===== src/rtl/ex_mem_stage.sv =====
// EX/MEM pipeline register: captures ALU results and control bits, resolves
// BEQ/BNE from the ALU zero flag, and keeps a saturating taken-branch counter.

package ex_mem_stage_pkg;

    localparam int unsigned RD_W = 5;

    // Memory/writeback control bits carried alongside each instruction
    typedef struct packed {
        logic reg_write;
        logic mem_read;
        logic mem_write;
    } mem_ctrl_t;

endpackage

module ex_mem_stage
    import ex_mem_stage_pkg::*;
#(
    parameter int unsigned DATA_W = 32,
    parameter int unsigned CNT_W  = 16
) (
    input  logic              clk,
    input  logic              rst_n,
    input  logic              stall,
    input  logic              flush,
    input  logic              ex_valid,
    input  logic [DATA_W-1:0] ex_alu_out,
    input  logic              ex_zero,
    input  logic [DATA_W-1:0] ex_store_data,
    input  logic [RD_W-1:0]   ex_rd,
    input  logic              ex_reg_write,
    input  logic              ex_mem_read,
    input  logic              ex_mem_write,
    input  logic              ex_branch,
    input  logic              ex_branch_ne,
    input  logic [DATA_W-1:0] ex_branch_target,
    output logic              mem_valid,
    output logic [DATA_W-1:0] mem_alu_out,
    output logic [DATA_W-1:0] mem_store_data,
    output logic [RD_W-1:0]   mem_rd,
    output logic              mem_reg_write,
    output logic              mem_mem_read,
    output logic              mem_mem_write,
    output logic              fwd_valid,
    output logic              branch_taken,
    output logic [DATA_W-1:0] branch_target,
    output logic [CNT_W-1:0]  taken_count
);

    localparam logic [CNT_W-1:0] CNT_MAX = {CNT_W{1'b1}};

    logic              valid_q;
    logic [DATA_W-1:0] alu_q;
    logic [DATA_W-1:0] store_q;
    logic [RD_W-1:0]   rd_q;
    mem_ctrl_t         ctrl_q;
    mem_ctrl_t         ctrl_in_c;
    logic              taken_q;
    logic [DATA_W-1:0] target_q;
    logic [CNT_W-1:0]  count_q;
    logic              take_c;
    logic              load_c;

    // Branch decision and incoming control bits masked by validity
    always_comb begin
        take_c              = ex_valid & ex_branch & (ex_zero ^ ex_branch_ne);
        load_c              = ~flush & ~stall;
        ctrl_in_c.reg_write = ex_reg_write & ex_valid;
        ctrl_in_c.mem_read  = ex_mem_read  & ex_valid;
        ctrl_in_c.mem_write = ex_mem_write & ex_valid;
    end

    // Stage registers: flush bubbles, stall holds, otherwise load
    always_ff @(posedge clk or negedge rst_n) begin
        if (!rst_n) begin
            valid_q  <= 1'b0;
            alu_q    <= '0;
            store_q  <= '0;
            rd_q     <= '0;
            ctrl_q   <= '0;
            taken_q  <= 1'b0;
            target_q <= '0;
        end else if (flush) begin
            valid_q  <= 1'b0;
            alu_q    <= '0;
            store_q  <= '0;
            rd_q     <= '0;
            ctrl_q   <= '0;
            taken_q  <= 1'b0;
            target_q <= '0;
        end else if (stall) begin
            // A held branch must not pulse a second time
            taken_q  <= 1'b0;
        end else begin
            valid_q  <= ex_valid;
            alu_q    <= ex_alu_out;
            store_q  <= ex_store_data;
            rd_q     <= ex_rd;
            ctrl_q   <= ctrl_in_c;
            taken_q  <= take_c;
            target_q <= ex_branch_target;
        end
    end

    // Saturating count of branches taken on load edges
    always_ff @(posedge clk or negedge rst_n) begin
        if (!rst_n) begin
            count_q <= '0;
        end else if (load_c && take_c && (count_q != CNT_MAX)) begin
            count_q <= count_q + CNT_W'(1);
        end
    end

    // Output mapping; forwarding qualifier depends on stage registers only
    always_comb begin
        mem_valid      = valid_q;
        mem_alu_out    = alu_q;
        mem_store_data = store_q;
        mem_rd         = rd_q;
        mem_reg_write  = ctrl_q.reg_write;
        mem_mem_read   = ctrl_q.mem_read;
        mem_mem_write  = ctrl_q.mem_write;
        fwd_valid      = valid_q & ctrl_q.reg_write & (rd_q != '0);
        branch_taken   = taken_q;
        branch_target  = target_q;
        taken_count    = count_q;
    end

endmodule


===== config.mk =====
export PLATFORM = sky130hd
export DESIGN_NAME = ex_mem_stage
export DESIGN_NICKNAME = d
export VERILOG_FILES = /design/src/rtl/ex_mem_stage.sv
export SDC_FILE = /design/constraint.sdc
export NUM_CORES = 1
export LEC_CHECK = 0
export BUFFER_PORTS_ARGS = -buffer_cell sky130_fd_sc_hd__buf_4
export CORE_MARGIN = 4
export CORE_UTILIZATION = 40
export DETAILED_ROUTE_END_ITERATION = 8
export PLACE_DENSITY_LB_ADDON = 0.12
export RECOVER_POWER = 25
export SKIP_CTS_REPAIR_TIMING = 1
export SLEW_MARGIN = 20
export SYNTH_ARGS = -nofsm -noshare
export SYNTH_HDL_FRONTEND = slang
export SYNTH_SLANG_ARGS = --single-unit
export TNS_END_PERCENT = 100

===== constraint.sdc =====
create_clock -name clk -period 1.68 [get_ports clk]
set_input_delay 0.336 -clock clk [delete_from_list [all_inputs] [get_ports clk]]
set_output_delay 0.336 -clock clk [all_outputs]
set_load 0.01 [all_outputs]

======== Word level (Yosys, flattened, before mapping) ========
Index checks and enable logic that the tools add are counted.
storage, ports and cells
  bits in registers ....................... 122
  bits of input ports ..................... 112
  output and inout bits ................... 123
  word-level logic and storage cells ...... 41
operators by class
  add/subtract/negate cells ............... 1
  eq/ne operators ......................... 2
  mux-type cells .......................... 14
  bitwise operators ....................... 11
  reduce and logical (&&, ||, !) cells .... 3
operator list
  kind                   count
  $mux 32                6
  $add 16x1->16 const B  1
  $ne 16x16->1 const B   1
  $mux 5                 2
  $and 1x1->1            8
  $mux 3                 2
  $reduce_bool 5->1      1
  $mux 1                 4
  $logic_and 1x1->1      2
  $ne 2x1->1 const B     1
  $not 1->1              2
  $xor 1x1->1            1

======== Depth between registers and ports, before layout ========
  depth in word-level cells ............... 4
  depth in mapped cells ................... 6
  depth with buffers taken out ............ 5

======== Worst setup path after synthesis ========
OpenSTA, ideal clock, no wires.
  path type ............................... register to register
  start point ............................. register count_q[0] (netlist: taken_count[0])
  end point ............................... register count_q[1] (netlist: taken_count[1])
  setup time .............................. 0.125 ns
  arrival time ............................ 1.554 ns
  path slack .............................. 0.001 ns
  stages on the path, launching flop included .. 6
  path buffers ............................ 0
  cells stage by stage .................... dfrtp_1 ha_1 nand3_1 nor4_4 nor2_1 mux2_2
on the way
  cells in the longest elaborated chain, start to end .. 2
  elaborated cells between the ends (all ways) .. 3
RTL lines
  element                                                                line  text
  from (decl)                                                            61    logic [CNT_W-1:0] count_q;
  from (signal assigned)                                                 111   count_q <= count_q + CNT_W'(1);
  parallel branches: the longest is 2 deep, another holds $add 16x1->16  n/a
Parallel ways; which one is timed is not known.
A chain may end at the register's enable or synchronous reset.

======== Worst setup path in the final report ========
  start point ............................. register rd_q[1] (netlist: mem_rd[1])
  end point ............................... output port fwd_valid
on the way
  cells in the longest elaborated chain, start to end .. 2
RTL lines
  element                 line  text
  from (decl)             56    logic [RD_W-1:0] rd_q;
  from (signal assigned)  99    rd_q <= ex_rd;
  $reduce_bool 5->1       124   fwd_valid = valid_q & ctrl_q.reg_write & (rd_q != '0);
  $and 1x1->1             124
  to (decl)               45    output logic fwd_valid,
Every way passes these cells.

==> impl_metrics.env <==
export IMPL_clock_latency_ps=400
export IMPL_worstPathRequired_ps=1340
export IMPL_failed_checks="setup timing"
export IMPL_fp_row_count=40
export IMPL_worstHoldPathType="input port to flip-flop"
export IMPL_place_congestion=0.7999
export IMPL_ff2ff_path_depth=5
export IMPL_wl_per_cell_um=15.92
export IMPL_r2r_start="taken_count[4]"
export IMPL_n_antenna_cell=0
export IMPL_start_kind="flip-flop"
export IMPL_cts_root_buf="clkbuf_16"
export IMPL_syn_area_per_cell_um2=11.96
export IMPL_initial_core_util=0.4142
export IMPL_fp_coreArea_mm2=0.01221
export IMPL_grt_start_max_net_pins=85
export IMPL_period_share=1.146
export IMPL_grt_total_usage=0.1919
export IMPL_path_max_fanout=2
export IMPL_synth_top_cells_by_area="dfrtp_1, mux2i_1, nor2_1"
export IMPL_fin_tns_setup_ps=-244.6
export IMPL_grt_pass1_wl_mm=21.84
export IMPL_synth_ff_type="dfrtp_1"
export IMPL_final_nets=795
export IMPL_clk_pin_slew_ps=50
export IMPL_syn_cell_area_mm2=0.005059
export IMPL_synth_largest_area_cell="dfrtp_1"
export IMPL_skew_ps=3.134
export IMPL_r2r_slack_ps=20
export IMPL_worstReg2RegEnd="taken_count[15]"
export IMPL_drv_cap=0
export IMPL_power_density_mw_per_mm2=1020
export IMPL_crit_path_top_delay_cell="dfrtp_1"
export IMPL_num_vias=4043
export IMPL_clock_sinks=122
export IMPL_dieHeight_um=120.5
export IMPL_slowest_delay_ps=370
export IMPL_syn2layout_area_growth_pct=54.09
export IMPL_crit_chain="or3_1, o311a_1, buf_6"
export IMPL_first_pass_iters=4
export IMPL_ios=235
export IMPL_critical_path_startpoint="mem_rd[1]"
export IMPL_grt_antenna_before_repair=0
export IMPL_grt_pass1_vias=4232
export IMPL_die_width_um=120.5
export IMPL_netlist_instances=423
export IMPL_status="finished with violations"
export IMPL_maxSlewViolCount=0
export IMPL_yosys_warnings=0
export IMPL_dpl_cell_count=828
export IMPL_max_freq_mhz=519.6
export IMPL_leakage_nw=4.314
export IMPL_via_per_inst=4.685
export IMPL_drive_gt1_frac=0.4273
export IMPL_synth_top_area_frac=0.6035
export IMPL_synth_distinct_cells=28
export IMPL_port_buffer_count=234
export IMPL_drc=0
export IMPL_slew_headroom=0.5593
export IMPL_dieArea_mm2=0.01451
export IMPL_critPathKind="flip-flop to output port"
export IMPL_tightest_slew_ps=661.1
export IMPL_vdd_drop_max_mv=0.6171
export IMPL_period_minus_slack_ps=1925
export IMPL_postSynth_asyncResetShare=1.000
export IMPL_final_core_util=0.6383
export IMPL_fin_cells=863
export IMPL_ys_seq_area_frac=0.6035
export IMPL_h_tree_depth=4
export IMPL_cts_buffers=17
export IMPL_crit_family="flip-flops"
export IMPL_place_detailed_hpwl_mm=10.04
export IMPL_synth_nets=536
export IMPL_rsz0062_at_grt="yes"
export IMPL_grt_overflow=0
export IMPL_setup_viol=1
export IMPL_cts_tree="done"
export IMPL_synth_seq_cells=122
export IMPL_critPathArrivalTime_ps=1590
export IMPL_setup_ws_ps=-244.6
export IMPL_timing_critical_path_to="fwd_valid"
export IMPL_synth_most_common_cell="dfrtp_1"
export IMPL_synth_edf_count=0
export IMPL_routed_wl_mm=13.74
export IMPL_end_kind="output port"
export IMPL_synth_commonest_cells="dfrtp_1, nor2_1, mux2i_1"
export IMPL_clockBufferDepth=2
export IMPL_first_iter_violations=177
export IMPL_hold_viol_final=0
export IMPL_path_buf_inv=1
export IMPL_cp_depth=3
export IMPL_dpl_worst_slack_ps=11.93
export IMPL_postRouteAntennaNets=0
==> stage by stage <==
stage | area, um^2 | hold slack [ps] | power (mW)
3_3_place_gp | 7192 | 189.8 | 4.399
4_1_cts | 7780 | -247.0 | 8.055
6_report | 7795 | 163.9 | 7.953
5_1_grt | 7795 | 162.5 | 8.309
2_1_floorplan | 5059 | 40.41 | 3.716
3_5_place_dp | 7192 | 186.6 | 4.425
==> sequential cells by signal, summed over array words and instances, names as in the netlist <==
register,flops
mem_mem_write,1
branch_taken,1
mem_alu_out,32
mem_rd,5
mem_valid,1
taken_count,16
mem_mem_read,1
branch_target,32
mem_store_data,32
mem_reg_write,1
==> cells in the final DEF, fill, tap and decap left out, types with 2 or more instances in the layout <==
master | Yosys | layout
nor4_2 | 0 | 3
buf_6 | 0 | 2
nand4_1 | 4 | 4
bufinv_16 | 0 | 3
xor2_1 | 16 | 16
a21oi_1 | 3 | 3
clkbuf_1 | 10 | 6
nor3_1 | 6 | 6
dfrtp_1 | 122 | 122
clkbuf_16 | 0 | 17
mux2i_1 | 101 | 101
and3_1 | 2 | 2
nand2_1 | 11 | 11
or3_1 | 2 | 2
buf_12 | 0 | 3
buf_4 | 0 | 256
nor2_1 | 110 | 110
clkbuf_8 | 0 | 2
clkinv_2 | 0 | 6
nor4_1 | 6 | 3
nand3_1 | 2 | 2
==> cells by family after synthesis <==
group	after synthesis	share of synthesized area
xor gates and xnor gates	16	0.02770
buffers and inverters	26	0.02251
adders and majority gates	1	0.002473
muxes	102	0.2021
AOI/OAI and AO/OA	5	0.006431
DFF	122	0.6035
and+or+nand+nor	151	0.1353
==> worst min-delay path by stage <==
| stage | end | slack [ps] | cells after the start | start |
|---|---|---|---|---|
| 2_1_floorplan | branch_taken | 40 | 0 | rst_n |
| 3_3_place_gp | taken_count[11] | 190 | 1 | rst_n |
| 3_5_place_dp | taken_count[11] | 190 | 1 | rst_n |
| 4_1_cts | taken_count[11] | -250 | 1 | rst_n |
| 5_1_grt | mem_store_data[26] | 160 | 3 | ex_store_data[26] |
| 6_report | mem_rd[3] | 160 | 3 | ex_rd[3] |
==> power breakdown <==
part	internal [mW]	switching (mW)
registers	3.12	0.110
clock network	2.39	1.21
logic	0.611	0.514
==> layout make-up <==
| class | instances | area (um^2) |
|---|---|---|
| clock buffers | 23 | 467.9 |
| clock inverters | 9 | 120.1 |
| fillers | 1064 | 4417 |
| inverters | 1 | 3.754 |
| multi-input cells | 275 | 1911 |
| flip-flops and latches | 122 | 3053 |
| well taps | 168 | 210.2 |
| repair buffers | 265 | 2029 |
==> tightest hold or removal path, stage by stage <==
cell and delay, ps:
buf_4 70, mux2i_1 50, nor2_1 70
==> routing by layer <==
metal | vias up | GRT usage | share of wire
met5 | - | 0 | 0
met4 | 0 | 0.08428 | 0.024
met3 | 25 | 0.07811 | 0.092
met2 | 157 | 0.3025 | 0.49
met1 | 1914 | 0.2320 | 0.39
li1 | 1947 | - | -
Power figures use the tool's default switching activity.
